<file path="config.mk">
export PLATFORM = sky130hd
export DESIGN_NAME = inst_fetch_queue
export DESIGN_NICKNAME = d
export VERILOG_FILES = /design/src/rtl/ifq_pkg.sv /design/src/rtl/ifq_fifo.sv /design/src/rtl/inst_fetch_queue.sv
export SDC_FILE = /design/constraint.sdc
export NUM_CORES = 1
export LEC_CHECK = 0
export ABC_AREA = 0
export CAP_MARGIN = 40
export CORE_AREA = 2 2 192 194
export CTS_CLUSTER_SIZE = 8
export DETAILED_ROUTE_END_ITERATION = 16
export DIE_AREA = 0 0 194 196
export GPL_ROUTABILITY_DRIVEN = 0
export GPL_TIMING_DRIVEN = 0
export PLACE_DENSITY = 0.68
export SYNTH_ARGS = -nofsm -noshare
export SYNTH_HDL_FRONTEND = slang
export SYNTH_SLANG_ARGS = --single-unit
</file>
<file path="constraint.sdc">
create_clock -name clk -period 3.7 [get_ports clk]
set_input_delay 0.925 -clock clk [delete_from_list [all_inputs] [get_ports clk]]
set_output_delay 0.925 -clock clk [all_outputs]
set_load 0.05 [all_outputs]
</file>
<file path="src/rtl/ifq_pkg.sv">
// rtl/ifq_pkg.sv - shared types and constants for the instruction fetch queue
// Contents:
//   IFQ_DEPTH_DEFAULT : default number of queue entries / outstanding fetches
//   IFQ_PC_W          : PC width carried in an instruction FIFO entry (size must not exceed it)
//   ifq_state_t       : RUN (no stale responses pending) / DRAIN (discarding stale responses)
//   fetch_entry_t     : {pc, inst} pair held in the instruction FIFO
package ifq_pkg;

    localparam int IFQ_DEPTH_DEFAULT = 4;
    localparam int IFQ_PC_W          = 32;

    typedef enum logic {
        RUN   = 1'b0,
        DRAIN = 1'b1
    } ifq_state_t;

    typedef struct packed {
        logic [IFQ_PC_W-1:0] pc;
        logic [31:0]         inst;
    } fetch_entry_t;

endpackage

</file>
<file path="src/rtl/ifq_fifo.sv">
// rtl/ifq_fifo.sv - parameterised synchronous FIFO with synchronous clear
// Ports:
//   clk, reset     : clock, asynchronous active-low reset
//   clear          : empties the FIFO on the next edge (overrides push/pop)
//   push/push_data : write an entry (ignored when full unless popping too)
//   pop/pop_data   : remove the head entry; pop_data shows the head combinationally
//   count, empty   : occupancy, $clog2(DEPTH)+1 bits
module ifq_fifo #(
    parameter int WIDTH = 8,
    parameter int DEPTH = 4
) (
    input  logic                   clk,
    input  logic                   reset,
    input  logic                   clear,
    input  logic                   push,
    input  logic [WIDTH-1:0]       push_data,
    input  logic                   pop,
    output logic [WIDTH-1:0]       pop_data,
    output logic [$clog2(DEPTH):0] count,
    output logic                   empty
);

    localparam int AW = $clog2(DEPTH);
    localparam int CW = AW + 1;

    logic [WIDTH-1:0] mem [DEPTH];
    logic [AW-1:0]    wr_ptr;
    logic [AW-1:0]    rd_ptr;
    logic             full;
    logic             do_push;
    logic             do_pop;

    assign empty    = (count == '0);
    assign full     = (count == CW'(DEPTH));
    assign do_pop   = pop & ~empty;
    // A push into a full FIFO is only legal when the head leaves in the same cycle.
    assign do_push  = push & (~full | do_pop);
    assign pop_data = mem[rd_ptr];

    // DEPTH is a power of two, so the pointers wrap by natural overflow.
    always_ff @(posedge clk or negedge reset) begin
        if (!reset) begin
            wr_ptr <= '0;
            rd_ptr <= '0;
            count  <= '0;
        end else if (clear) begin
            wr_ptr <= '0;
            rd_ptr <= '0;
            count  <= '0;
        end else begin
            if (do_push) wr_ptr <= wr_ptr + AW'(1);
            if (do_pop)  rd_ptr <= rd_ptr + AW'(1);
            case ({do_push, do_pop})
                2'b10:   count <= count + CW'(1);
                2'b01:   count <= count - CW'(1);
                default: count <= count;
            endcase
        end
    end

    always_ff @(posedge clk) begin
        if (do_push && !clear) mem[wr_ptr] <= push_data;
    end

endmodule

</file>
<file path="src/rtl/inst_fetch_queue.sv">
// rtl/inst_fetch_queue.sv - credit-based instruction fetch queue with flush/drain
// Ports:
//   clk, reset                                 : clock, asynchronous active-low reset
//   pc_addr, pc_valid, pc_ready                : fetch addresses from the PC stage
//   flush                                      : redirect; drops queued and in-flight fetches
//   mem_req_addr, mem_req_valid, mem_req_ready : instruction memory request channel
//   mem_rsp_data, mem_rsp_valid                : in-order memory responses
//   inst_out, inst_pc, inst_valid, inst_ready  : instruction stream to decode
module inst_fetch_queue
    import ifq_pkg::*;
#(
    parameter int size  = 32,
    parameter int DEPTH = IFQ_DEPTH_DEFAULT
) (
    input  logic            clk,
    input  logic            reset,
    input  logic [size-1:0] pc_addr,
    input  logic            pc_valid,
    output logic            pc_ready,
    input  logic            flush,
    output logic [size-1:0] mem_req_addr,
    output logic            mem_req_valid,
    input  logic            mem_req_ready,
    input  logic [31:0]     mem_rsp_data,
    input  logic            mem_rsp_valid,
    output logic [31:0]     inst_out,
    output logic [size-1:0] inst_pc,
    output logic            inst_valid,
    input  logic            inst_ready
);

    localparam int CW = $clog2(DEPTH) + 1;
    localparam int EW = $bits(fetch_entry_t);

    ifq_state_t   state;
    ifq_state_t   state_next;
    logic [CW-1:0] drop_cnt;
    logic [CW-1:0] drop_next;
    logic [CW-1:0] stale_total;
    logic [CW-1:0] outstanding;
    logic [CW-1:0] fifo_count;
    logic [CW:0]   credit_sum;
    logic          credit;
    logic          fire;
    logic          rsp_keep;
    logic          inst_pop;
    logic          af_empty;
    logic          if_empty;
    logic [size-1:0] af_head;
    logic [EW-1:0]   if_head;
    fetch_entry_t    push_entry;
    fetch_entry_t    head_entry;

    // Every fetch that may still return a word reserves a FIFO slot, so an
    // accepted response can always be written without a full check.
    assign credit_sum = {1'b0, outstanding} + {1'b0, drop_cnt} + {1'b0, fifo_count};
    assign credit     = credit_sum < (CW+1)'(DEPTH);

    assign mem_req_addr  = pc_addr;
    assign mem_req_valid = pc_valid & credit & ~flush;
    assign pc_ready      = mem_req_ready & credit & ~flush;
    assign fire          = mem_req_valid & mem_req_ready;

    // Responses with nothing tracked (e.g. after a reset) fall through unused.
    assign rsp_keep = mem_rsp_valid & (state == RUN) & ~af_empty & ~flush;
    assign inst_pop = inst_ready & inst_valid & ~flush;

    // The in-flight queue count is the outstanding-request counter.
    ifq_fifo #(
        .WIDTH (size),
        .DEPTH (DEPTH)
    ) u_addr_q (
        .clk       (clk),
        .reset     (reset),
        .clear     (flush),
        .push      (fire),
        .push_data (pc_addr),
        .pop       (rsp_keep),
        .pop_data  (af_head),
        .count     (outstanding),
        .empty     (af_empty)
    );

    always_comb begin
        push_entry      = '0;
        push_entry.pc   = IFQ_PC_W'(af_head);
        push_entry.inst = mem_rsp_data;
    end

    ifq_fifo #(
        .WIDTH (EW),
        .DEPTH (DEPTH)
    ) u_inst_q (
        .clk       (clk),
        .reset     (reset),
        .clear     (flush),
        .push      (rsp_keep),
        .push_data (push_entry),
        .pop       (inst_pop),
        .pop_data  (if_head),
        .count     (fifo_count),
        .empty     (if_empty)
    );

    assign head_entry = fetch_entry_t'(if_head);
    assign inst_valid = ~if_empty;
    assign inst_out   = inst_valid ? head_entry.inst : '0;
    assign inst_pc    = inst_valid ? size'(head_entry.pc) : '0;

    always_ff @(posedge clk or negedge reset) begin
        if (!reset) begin
            state    <= RUN;
            drop_cnt <= '0;
        end else begin
            state    <= state_next;
            drop_cnt <= drop_next;
        end
    end

    always_comb begin
        state_next  = state;
        drop_next   = drop_cnt;
        stale_total = drop_cnt + outstanding;
        if (flush) begin
            // Everything still owed by memory becomes stale; a response landing
            // in the flush cycle itself is already one of them.
            if (mem_rsp_valid && stale_total != '0) begin
                stale_total = stale_total - CW'(1);
            end
            drop_next  = stale_total;
            state_next = (stale_total != '0) ? DRAIN : RUN;
        end else begin
            case (state)
                RUN: begin
                    drop_next  = '0;
                    state_next = RUN;
                end
                DRAIN: begin
                    if (mem_rsp_valid) drop_next = drop_cnt - CW'(1);
                    state_next = (drop_next == '0) ? RUN : DRAIN;
                end
                default: begin
                    drop_next  = '0;
                    state_next = RUN;
                end
            endcase
        end
    end

endmodule

</file>
==> Word-level counts from Yosys, hierarchy flattened <==
Memories as Yosys holds them, arrays and structs flattened.
Index checks and enable logic that the tools add are counted.
{ "totals": {"ram_bits": 384, "elab_cells": 96, "reg_bits": 18, "mem_count": 2} }
{ "op_classes": {"eq_ne": 6, "bitwise_logic": 22, "n_addsub": 13, "order_cmp": 1, "muxes": 29, "reduce_logical": 15} }
{ "memory_table": {"columns": ["name", "words", "width", "rd", "rd_clocked_by_memory_dff", "wr", "line_no", "rtl"], "rows": [
  ["u_inst_q.mem", 4, 64, 1, 0, 1, "ifq_fifo.sv:26", "logic [WIDTH-1:0] mem [DEPTH];"],
  ["u_addr_q.mem", 4, 32, 1, 0, 1, "ifq_fifo.sv:26", null]
]} }
{ "ops": {"columns": ["cell", "count"], "rows": [
  ["32-bit two-way mux", 2],
  ["3-bit two-way mux", 8],
  ["3-bit one-hot mux with 2 select lines", 3],
  ["2-bit two-way mux", 8],
  ["1-bit bitwise AND", 14],
  ["3-bit nonzero test", 4],
  ["3-bit by 1-bit subtractor with 3-bit output, second input constant", 4],
  ["3-bit logical NOT", 3],
  ["2-bit by 1-bit adder with 2-bit output, second input constant", 4],
  ["2-bit nonzero test", 4],
  ["1-bit two-way mux", 7],
  ["3-bit by 1-bit adder with 3-bit output, second input constant", 2],
  ["3-bit == test, second input constant", 2],
  ["1-bit inverter", 6],
  ["3-bit by 3-bit adder with 4-bit output", 1],
  ["4-bit by 3-bit adder with 4-bit output", 1],
  ["2-bit by 1-bit == test with 1-bit output, second input constant", 2],
  ["2-bit == test, second input constant", 2],
  ["4-bit by 3-bit < comparator with 1-bit output, second input constant", 1],
  ["3-bit adder", 1],
  ["1-bit logical AND", 3],
  ["1-bit bitwise OR", 2],
  ["1-bit one-hot mux with 2 select lines", 1],
  ["1-bit logical NOT", 1]
]} }

==> Logic depth before layout (Yosys ltp) <==
{ "logic_depth": {"ltp_word": 10, "ltp_mapped": 12} }

==> By module <==
From an unflattened synthesis, not the netlist that was laid out.
{ "unflattened": {"cells_unflattened": 786, "area_unflattened_um2": 16221.8} }
{ "modules_own_cells": {"columns": ["mod", "area_per_inst_um2", "seq_area_each_um2", "cells_each", "instances"], "rows": [
  ["ifq_fifo at u_inst_q", 9815.7, 7862.5, 397, 1],
  ["ifq_fifo at u_addr_q", 5222.5, 4018.9, 231, 1],
  ["inst_fetch_queue", 1183.6, 100.1, 158, 1]
]} }

==> Worst setup path before layout <==
No wires, ideal clock.
{ "synth_timing": {"path_kind": "in2reg", "from": "in mem_rsp_valid", "to": "mem u_inst_q.mem[1][0] (netlist name) (enable)", "stages": 6, "path_slack_ns": 0.003, "t_required_ns": 3.271, "t_arrival_ns": 3.269, "path_buffers": 2, "cell_sequence": "buf_2 and2b_1 nand2b_1 buf_4 nor3_1 and2_1"} }
{ "synth_between": {"elab_chain_len": 7} }
{ "synth_lines": {"columns": ["item", "line_no", "rtl"], "rows": [
  ["start, declared", "inst_fetch_queue.sv:25", "input logic mem_rsp_valid,"],
  ["1-bit bitwise AND (3 in a row)", "inst_fetch_queue.sv:65", "assign rsp_keep = mem_rsp_valid & (state == RUN) & ~af_empty & ~flush;"],
  ["1-bit bitwise AND", "ifq_fifo.sv:37", "assign do_push = push & (~full | do_pop);"],
  ["1-bit logical AND", "ifq_fifo.sv:62", "if (do_push && !clear) mem[wr_ptr] <= push_data;"],
  ["1-bit two-way mux", "ifq_fifo.sv:62", null],
  ["1-bit two-way mux (implied by the code)", "ifq_fifo.sv:62", null],
  ["end, declared", "ifq_fifo.sv:26", null]
]} }
No other way between the ends.

==> Worst setup path after layout <==
{ "layout_timing": {"from": "reg u_addr_q.count[1]", "to": "out mem_req_valid"} }
{ "layout_between": {"elab_chain_len": 5} }
{ "layout_lines": {"columns": ["item", "line_no", "rtl"], "rows": [
  ["start, declared", "ifq_fifo.sv:19", "output logic [$clog2(DEPTH):0] count,"],
  ["start signal, assigned", "ifq_fifo.sv:54", "2'b10: count <= count + CW'(1);"],
  ["start signal, assigned", "ifq_fifo.sv:55", "2'b01: count <= count - CW'(1);"],
  ["start signal, assigned", "ifq_fifo.sv:56", "default: count <= count;"],
  ["3-bit by 3-bit adder with 4-bit output", "inst_fetch_queue.sv:56", "assign credit_sum = {1'b0, outstanding} + {1'b0, drop_cnt} + {1'b0, fifo_count};"],
  ["4-bit by 3-bit adder with 4-bit output", "inst_fetch_queue.sv:56", null],
  ["4-bit by 3-bit < comparator with 1-bit output", "inst_fetch_queue.sv:57", "assign credit = credit_sum < (CW+1)'(DEPTH);"],
  ["1-bit bitwise AND (2 in a row)", "inst_fetch_queue.sv:60", "assign mem_req_valid = pc_valid & credit & ~flush;"],
  ["end, declared", "inst_fetch_queue.sv:22", "output logic mem_req_valid,"]
]} }
No other way between the ends.

==> metrics.yaml <==
cts.clk_slew.worst_paths_ps: 50
hold_buffers: 0
die_h_um: 196
syn-num-nets: 854
slew_viol_final: 0
antenna_found_initial: 0
synthArstFlopShare: 0.0448
synth_seq_area_share: 0.748
startpoint_type: "flip-flop"
synth_flop_cell: "edfxtp_1"
required_ps: 2770
drc: 0
critical-path-max-stage-delay_ps: 410
period_share: 0.993
slew_headroom: 0.517
crit_type: "flip-flop to output pin"
postSynthAreaPerCell_um2: 21.0
critPathLaunch: "u_addr_q.count[1]$_DFFE_PN0P_"
reg2reg_from: "u_addr_q.count[1]$_DFFE_PN0P_"
cpLargestDelayFamily: "adder cells"
wl_per_cell_um: 21.1
vias: 7803
powerDensity_mw_per_mm2: 622
num_rows: 70
drive_gt1_frac: 0.257
max_freq_ghz: 0.272
leakagePower_nw: 6.87
crit_arrival_ps: 2750
coreArea_mm2: 0.0361
clk_latency_ps: 570
slowest_stage: "fa_1"
grt_util_all_layers: 0.170
synthToLayoutAreaGrowth_pct: 25.6
synth-seq-cells: 402
synth_cell_types: 49
dr.pass1.iters: 5
portBuffers: 167
nets: 1095
die_area_mm2: 0.0380
grt_pass1_vias: 8399
skew_ps: 13.5
die_width_um: 194
wirelength_mm: 31.6
crit_path_end_kind: "output pin"
h-tree-depth: 2
ir_worst_vdd_mv: 0.444
cp_cell_sequence: "inv_2, fa_1, or2_4, fa_2, xnor2_4, nor3b_2, and2_1, buf_6"
drv_cap: 0
ctsRootBufferMaster: "clkbuf_16"
rsz0062_at_grt: "yes"
cts.path.max_buffers: 3
synthCells: 764
tritoncts: "done"
status: "finished, final reports clean"
viasPerCell: 5.21
synth_edf_count: 384
period_needed_ps: 3680
grt_pass1_wl_mm: 49.1
detail-route-antenna-nets: 0
grt_remaining_overflow: 0
syn_area_mm2: 0.0160
drt_iter0_drc: 369
numCtsBuffers: 56
whs_ps: 590
num_antenna_cells: 0
hp-class: "primary input to async pin"
synth-warning-count: 0
clock-sinks: 402
worstPathMaxFanout: 2
path_buf_inv: 2
tns_ps: 0
dp_hpwl_mm: 19.6
setup_viol: 0
num_io_pins: 170
tightest_slew_ps: 724
grt_max_degree: 51
finalHoldViolCount: 0
initial_core_util: 0.444
[per-layer routing]
layer	GRT usage	wire, µm	part of all wire
met1	0.226	13700	0.43
met2	0.288	15600	0.49
met4	0.0457	534	0.017
met5	0	0	0
met3	0.0346	1800	0.057
[cells in the final DEF, fill, tap and decap left out, types with 4 or more instances in the layout]
master	count
edfxtp_1	384
clkdlybuf4s50_1	105
mux4_2	96
and2_1	67
clkbuf_16	57
dlygate4sd2_1	51
buf_4	42
clkbuf_1	29
buf_2	16
dfrtp_1	15
nor2_1	14
ha_1	12
inv_1	9
nand2_1	9
clkbuf_2	8
buf_16	8
mux2i_1	7
xnor2_1	7
xor2_1	6
o21ai_0	6
buf_6	6
fa_1	5
nor3_1	4
and2_2	4
and2_4	4
clkdlybuf4s15_1	4
[state kept, by name, indices dropped and copies added, names as in the netlist]
name / flops
drop_cnt: 3
state: 1
u_addr_q.count: 3
u_addr_q.mem: 128
u_addr_q.rd_ptr: 2
u_addr_q.wr_ptr: 2
u_inst_q.count: 3
u_inst_q.mem: 256
u_inst_q.rd_ptr: 2
u_inst_q.wr_ptr: 2
[timing repair]
action                     in CTS  in global routing
setup endpoints to repair      63                 16
resized for setup              94                 11
setup buffers                   7                  0
pin swaps                       6                  0
[kinds of logic after synthesis]
family          count (synthesis)  synth area share
compound gates                 21           0.00922
flops                         402             0.748
fa+ha+maj                      19            0.0177
simple gates                  123            0.0461
buf+inv                        80            0.0299
xor+xnor                       14           0.00766
mux                           105             0.141
[cell usage after synthesis, types with 4 or more instances]
| cell | n | share of area |
|---|---|---|
| inv_1 | 12 | 0.0028 |
| buf_4 | 34 | 0.016 |
| o21ai_0 | 6 | 0.0019 |
| and2_1 | 75 | 0.029 |
| ha_1 | 13 | 0.010 |
| nor3_1 | 4 | 0.0013 |
| dfrtp_1 | 18 | 0.028 |
| xnor2_1 | 8 | 0.0044 |
| nand2_1 | 9 | 0.0021 |
| mux2i_1 | 7 | 0.0044 |
| fa_1 | 6 | 0.0075 |
| buf_6 | 4 | 0.0028 |
| clkbuf_1 | 12 | 0.0028 |
| xor2_1 | 6 | 0.0033 |
| buf_2 | 17 | 0.0053 |
| mux4_2 | 96 | 0.14 |
| edfxtp_1 | 384 | 0.72 |
| nor2_1 | 14 | 0.0033 |
[final cells by class]
class / count / area [µm²]
multi-input cells: 282 / 3610
inverters: 12 / 45.0
fillers: 2818 / 16000
repair buffers: 183 / 1890
clock inverters: 3 / 55.1
clock buffers: 79 / 1510
flip-flops and latches: 402 / 12000
well taps: 468 / 586
plain buffers: 68 / 443
[per-stage QoR]
step           area, µm²  utilization  total power, mW  instances  setup WS [ps]
2_1_floorplan      16000            -             7.21        764           2.65
3_3_place_gp       18300        0.506             8.10       1399          -1680
3_5_place_dp       18500        0.513             8.15       1408           -439
4_1_cts            20100        0.558             12.7       1497          -7.62
5_1_grt            20100        0.557             13.0       1497           -103
6_report           20100        0.557             12.5       1497           24.6
[final timing paths]
path                                             endpoint  depth (start not counted)  slack, ps
setup / recovery                            mem_req_valid                          8         20
hold / removal                      drop_cnt[1]$_DFF_PN0_                          1        590
setup reg to reg            u_addr_q.count[2]$_DFFE_PN0P_                         12        200
hold reg to reg            u_addr_q.wr_ptr[1]$_DFFE_PN0P_                          2        600
max in group asynchronous   u_inst_q.count[1]$_DFFE_PN0P_                          2       2700
min in group clk           u_addr_q.wr_ptr[1]$_DFFE_PN0P_                          2        600
[worst register-to-register path, delay by kind of cell, from the launching register on]
kind / cells / cell delay, ps
XOR/XNOR: 1 / 190
AO/OA/AOI/OAI: 1 / 90
adder cells (fa/ha/maj): 3 / 1210
AND/OR/NAND/NOR: 4 / 1000
buffers and inverters: 2 / 230
flip-flops: 1 / 390
multiplexers: 1 / 230
[power breakdown]
part           switching, mW  internal [mW]  total [mW]
Clock                   1.78           2.78        4.56
Combinational           1.70           1.02        2.72
Sequential            0.0728           5.16        5.24
Total                   3.55           8.96        12.5
Note: power is estimated with default switching activity, not from simulation.
